===== src/rtl/rggen_bus_arbiter.sv =====
// rggen_bus_arbiter
// Shares one downstream register bus among NUM_MASTERS requesters. One transaction
// is in flight at a time. Masters are chosen round-robin in IDLE, the command is
// issued in ACCESS until the slave is ready or the timeout expires, and RESPOND
// returns a one-cycle done pulse to the owner.
//
// Ports
//   clk, rst          : clock, synchronous active-high reset
//   i_request         : per-master level request, held until o_done
//   i_address         : per-master byte address
//   i_write           : per-master direction (1 = write)
//   i_write_data      : per-master write data
//   i_strobe          : per-master byte enables
//   o_done            : one-cycle completion pulse to the owner
//   o_read_data       : read data, zero unless o_done is nonzero
//   o_status          : 00 OK, 01 slave error, 10 timeout; zero unless o_done is nonzero
//   o_grant           : one-hot current owner, zero when idle
//   o_bus_*           : downstream command
//   i_bus_ready       : downstream completion
//   i_bus_read_data   : downstream read data
//   i_bus_status      : downstream status, nonzero maps to 01
module rggen_bus_arbiter #(
    parameter int unsigned NUM_MASTERS    = 2,
    parameter int unsigned ADDRESS_WIDTH  = 8,
    parameter int unsigned DATA_WIDTH     = 32,
    parameter int unsigned TIMEOUT_CYCLES = 255
) (
    input  logic                                          clk,
    input  logic                                          rst,
    input  logic [NUM_MASTERS-1:0]                        i_request,
    input  logic [NUM_MASTERS-1:0][ADDRESS_WIDTH-1:0]     i_address,
    input  logic [NUM_MASTERS-1:0]                        i_write,
    input  logic [NUM_MASTERS-1:0][DATA_WIDTH-1:0]        i_write_data,
    input  logic [NUM_MASTERS-1:0][DATA_WIDTH/8-1:0]      i_strobe,
    output logic [NUM_MASTERS-1:0]                        o_done,
    output logic [DATA_WIDTH-1:0]                         o_read_data,
    output logic [1:0]                                    o_status,
    output logic [NUM_MASTERS-1:0]                        o_grant,
    output logic                                          o_bus_request,
    output logic [ADDRESS_WIDTH-1:0]                      o_bus_address,
    output logic                                          o_bus_write,
    output logic [DATA_WIDTH-1:0]                         o_bus_write_data,
    output logic [DATA_WIDTH/8-1:0]                       o_bus_strobe,
    input  logic                                          i_bus_ready,
    input  logic [DATA_WIDTH-1:0]                         i_bus_read_data,
    input  logic [1:0]                                    i_bus_status
);

    localparam int unsigned IdxW  = $clog2(NUM_MASTERS);
    localparam int unsigned StrbW = DATA_WIDTH / 8;
    localparam int unsigned CntW  = (TIMEOUT_CYCLES > 0) ? $clog2(TIMEOUT_CYCLES + 1) : 1;

    typedef enum logic [1:0] {
        StIdle,
        StAccess,
        StRespond
    } state_e;

    state_e                   state_q, state_d;
    logic [IdxW-1:0]          rr_ptr_q, rr_ptr_d;
    logic [IdxW-1:0]          sel_q, sel_d;
    logic [NUM_MASTERS-1:0]   grant_q, grant_d;
    logic [ADDRESS_WIDTH-1:0] address_q, address_d;
    logic                     write_q, write_d;
    logic [DATA_WIDTH-1:0]    write_data_q, write_data_d;
    logic [StrbW-1:0]         strobe_q, strobe_d;
    logic [DATA_WIDTH-1:0]    read_data_q, read_data_d;
    logic [1:0]               status_q, status_d;
    logic [CntW-1:0]          count_q, count_d;

    logic                     req_found;
    logic [IdxW-1:0]          req_sel;
    int unsigned              cand_idx;

    // First requester at or above rr_ptr, wrapping modulo NUM_MASTERS.
    always_comb begin
        req_found = 1'b0;
        req_sel   = '0;
        cand_idx  = 0;
        for (int unsigned i = 0; i < NUM_MASTERS; i++) begin
            cand_idx = 32'(rr_ptr_q) + i;
            if (cand_idx >= NUM_MASTERS) begin
                cand_idx = cand_idx - NUM_MASTERS;
            end
            if (!req_found && i_request[IdxW'(cand_idx)]) begin
                req_found = 1'b1;
                req_sel   = IdxW'(cand_idx);
            end
        end
    end

    always_comb begin
        state_d      = state_q;
        rr_ptr_d     = rr_ptr_q;
        sel_d        = sel_q;
        grant_d      = grant_q;
        address_d    = address_q;
        write_d      = write_q;
        write_data_d = write_data_q;
        strobe_d     = strobe_q;
        read_data_d  = read_data_q;
        status_d     = status_q;
        count_d      = count_q;
        unique case (state_q)
            StIdle: begin
                if (req_found) begin
                    state_d          = StAccess;
                    sel_d            = req_sel;
                    grant_d          = '0;
                    grant_d[req_sel] = 1'b1;
                    address_d        = i_address[req_sel];
                    write_d          = i_write[req_sel];
                    write_data_d     = i_write_data[req_sel];
                    strobe_d         = i_strobe[req_sel];
                    // count_q holds the number of the current ACCESS cycle
                    count_d          = CntW'(1);
                end
            end
            StAccess: begin
                if (i_bus_ready) begin
                    state_d     = StRespond;
                    read_data_d = write_q ? '0 : i_bus_read_data;
                    status_d    = (i_bus_status != 2'b00) ? 2'b01 : 2'b00;
                end else if (TIMEOUT_CYCLES != 0 && count_q == CntW'(TIMEOUT_CYCLES)) begin
                    state_d     = StRespond;
                    read_data_d = '0;
                    status_d    = 2'b10;
                end else begin
                    count_d = count_q + 1'b1;
                end
            end
            StRespond: begin
                state_d  = StIdle;
                grant_d  = '0;
                count_d  = '0;
                rr_ptr_d = (sel_q == IdxW'(NUM_MASTERS - 1)) ? '0 : sel_q + 1'b1;
            end
            default: begin
                state_d = StIdle;
            end
        endcase
    end

    always_ff @(posedge clk) begin
        if (rst) begin
            state_q      <= StIdle;
            rr_ptr_q     <= '0;
            sel_q        <= '0;
            grant_q      <= '0;
            address_q    <= '0;
            write_q      <= 1'b0;
            write_data_q <= '0;
            strobe_q     <= '0;
            read_data_q  <= '0;
            status_q     <= 2'b00;
            count_q      <= '0;
        end else begin
            state_q      <= state_d;
            rr_ptr_q     <= rr_ptr_d;
            sel_q        <= sel_d;
            grant_q      <= grant_d;
            address_q    <= address_d;
            write_q      <= write_d;
            write_data_q <= write_data_d;
            strobe_q     <= strobe_d;
            read_data_q  <= read_data_d;
            status_q     <= status_d;
            count_q      <= count_d;
        end
    end

    assign o_grant          = grant_q;
    assign o_bus_request    = (state_q == StAccess);
    assign o_bus_address    = address_q;
    assign o_bus_write      = write_q;
    assign o_bus_write_data = write_data_q;
    assign o_bus_strobe     = strobe_q;
    // Response fields are gated so they read zero outside the done pulse.
    assign o_done           = (state_q == StRespond) ? grant_q : '0;
    assign o_read_data      = (state_q == StRespond) ? read_data_q : '0;
    assign o_status         = (state_q == StRespond) ? status_q : 2'b00;

endmodule


===== config.mk =====
export PLATFORM = sky130hd
export DESIGN_NAME = rggen_bus_arbiter
export DESIGN_NICKNAME = d
export VERILOG_FILES = /design/src/rtl/rggen_bus_arbiter.sv
export SDC_FILE = /design/constraint.sdc
export NUM_CORES = 1
export LEC_CHECK = 0
export CAP_MARGIN = 10
export CORE_ASPECT_RATIO = 1.4
export CORE_UTILIZATION = 39
export DETAILED_ROUTE_END_ITERATION = 12
export GPL_ROUTABILITY_DRIVEN = 0
export PLACE_DENSITY = 0.88
export SETUP_SLACK_MARGIN = 0.3
export SLEW_MARGIN = 20
export SYNTH_ARGS = -nofsm -noshare
export SYNTH_HDL_FRONTEND = slang
export SYNTH_SLANG_ARGS = --single-unit

===== constraint.sdc =====
create_clock -name clk -period 2.45 [get_ports clk]
set_input_delay 0.49 -clock clk [delete_from_list [all_inputs] [get_ports clk]]
set_output_delay 0.49 -clock clk [all_outputs]
set_load 0.05 [all_outputs]

==> results.md <==
- Top-count cell post-synth: dfxtp_1
- DRC: 0
- # H-tree levels: 3
- Core Util, Final: 69.2%
- Layout area overhead: 72.4%
- Synth unique cells: 39
- DR vias: 4,230
- Final hold viol count: 0
- Leakage: 2.53 nW
- Initial antenna violation count: 0
- Synth Cell Area: 3970 µm²
- Drt total wl: approximately 12,000 µm
- CTS max path bufs: 2
- First-pass GRT wire length: 19,300 µm
- Ratio of cells with drive above 1 in the final layout: 10.9%
- R2R depth: 6
- Main area contributors after synthesis: dfxtp_1, a222oi_1, and2_1, a21oi_1, nor2_1
- Drt first-iter violations: 470
- Vias in the first global route: 4,215
- Net count, final: just under 800
- I/O Buffers: 212
- Crit-path most repeated cell: buf_12
- Root Driver: clkbuf_16
- Site Rows: 43
- Max-slew violations: 0
- Period minus WS final: 2080 ps
- Reg-to-reg startpoint: state_q[0]
- Critical Path End: o_read_data[28]
- Pre-Repair DR Iteration Count: 6
- Grt met3 use: 6.67%
- Synth Warn #: 0
- Worst hold path class: reg -> reg
- Total power: 4.64 mW
- Syn Area/Cell: 8.89 µm²
- CP max stage delay: 330 ps
- Hold slack: 448 ps
- N_diodes: 0
- Initial Util: 40.1%
- Vias per cell: 5.44
- Clk sinks: 93
- Routed WL per cell: 15.7 µm
- Crit-path max FO: around 40
- Worst Tran Pin Value: 610 ps
- Sequential fraction of the synthesis area: 46.9%
- Final period util: between 80% and 90%
- Design Area, Final: between 6000 and 7000 µm²
- CP Depth: 5
- CTS Buf Count: 9
- Clock latency on the worst-skew pair: roughly 340 ps
- All-layer global routing usage: a little under a quarter
- Most instantiated cells after synthesis: dfxtp_1, nor2_1, a21oi_1, a222oi_1, nand2_1
- Chip Height: approximately 120 µm
- Slowest CP cell: dfxtp_1
- Die area: roughly 11,000 µm²
- Critical path buffers and inverters: 3
- Core box area: 9900 µm²
- Post-Syn Instances: ~450
- Unrepaired setup endpoints after global routing: true
- Final Skew: 6.79 ps
- Fmax: 481 MHz
- Launch point of the worst path: state_q[0]
- Top FF cell, synth: dfxtp_1
- GRT Max-Usage Layer: met2
- Total congestion overflow: 0
- Crit path DAT: 1590 ps
- Outcome: completed
- Cell Chain, Critical Path: inv_1, ha_2, buf_12, and2_1, buf_12
- Largest net degree at the start of global routing: between 60 and 70
- Reg-to-reg setup timing slack: 450 ps
- Post-route setup TNS: 0 ps
- Slew HR: 59.4%
- CP Capture Type: primary output
- Met1 Track Usage GR: 24.0%
- Critical R2R Capture: count_q[3]
- Cell family with most CP delay: buffers and inverters
- Max cap viols: 0
- Startpoint class of the critical path: flop
- Final setup fails: 0
- WP data required: 1960 ps
- Synth Register Bits: 93
- Ports: 213
- HPWL after DPL: around 9000 µm
- Maximum VDD drop: 0.414 mV
- CP Class: reg -> out
- Post-synth top area share: 46.9%
- Grt met2 use: 40.7%
- FFs w/ async S/R, synth: 0%
- Clk slew on worst S/H paths: 60 ps
- Post-Syn Nets: around 580
- Pwr dens: 677 nW/µm²
- Dpl cell area: 6550 µm²
- CTS tree: built
- Area leader, netlist: dfxtp_1
- # hold bufs at CTS: 0
- ANT nets after route: 0
- Horiz. Die Dim: 87.3 µm
- Post-synth EDFFs: 0
[state kept, by name, summed over array words and instances, names as in the netlist]
register / cells
o_bus_write: 1
o_grant: 2
status_q: 2
sel_q: 1
count_q: 8
state_q: 2
o_bus_address: 8
read_data_q: 32
rr_ptr_q: 1
o_bus_strobe: 4
o_bus_write_data: 32
[power breakdown]
part	total (mW)	switching, mW	internal [mW]
sequential	1.74	0.0843	1.66
clock	1.35	0.556	0.790
combinational	1.55	0.921	0.627
[per-stage QoR]
step           setup slack [ps]  cells
3_3_place_gp                172    761
3_5_place_dp                169    761
4_1_cts                     320    777
6_report                    372    777
2_1_floorplan               384    447
5_1_grt                     292    777
[worst register-to-register path, stage by stage (launching register included)]
cell	delay, ps
dfxtp_1	370
inv_1	110
ha_1	310
nor3b_2	240
or2_2	370
o311ai_1	370
o31ai_1	130
[worst min-delay path by stage]
stage	slack, ps	cells after the start	start	endpoint
2_1_floorplan	430	1	count_q[6]	count_q[6]
3_3_place_gp	430	2	read_data_q[2]	read_data_q[2]
3_5_place_dp	440	2	read_data_q[9]	read_data_q[9]
4_1_cts	450	2	read_data_q[9]	read_data_q[9]
5_1_grt	470	2	read_data_q[9]	read_data_q[9]
6_report	450	2	read_data_q[9]	read_data_q[9]
[final cells by class]
class / instances / area [µm²]
Fill cell: 739 / 3050
Clock inverter: 4 / 48.8
Clock buffer: 12 / 236
Timing Repair Buffer: 221 / 2580
Tap cell: 135 / 169
Multi-Input combinational cell: 307 / 1930
Inverter: 5 / 18.8
Sequential cell: 93 / 1860
[kinds of logic (layout without fill, tap and decap cells)]
kind of cell	count (synthesis)	in the layout	synth area share, %
AND/OR/NAND/NOR	183	183	22.5
AO/OA/AOI/OAI	113	113	22.2
flip-flops	93	93	46.9
buffers and inverters	47	242	5.26
adder cells (fa/ha/maj)	6	6	1.89
multiplexers	5	5	1.26
[layer usage]
layer	vias up	share of wire (%)
met5	-	0
met4	0	4.0
met3	41	7.4
met2	224	52
met1	1955	37
li1	2010	-
[cell usage in the layout, fill, tap and decap left out, types with 4 or more instances in the layout]
cell,instances
buf_12,39
buf_4,6
dfxtp_1,93
mux2i_1,5
nand2b_1,4
o31ai_1,6
a21oi_1,41
o21ai_0,4
nor2_1,53
ha_1,5
nand3_1,36
nand2_1,39
and2_1,38
a222oi_1,41
clkbuf_16,9
clkdlybuf4s50_1,174
a211oi_1,4
inv_1,5
[timing repair]
item | CTS | global route
endpoints found under the setup margin | 36 | 68
resized for setup | 2 | 3
buffers inserted | 0 | 0
No activity file was read; power rests on OpenSTA's default activity.
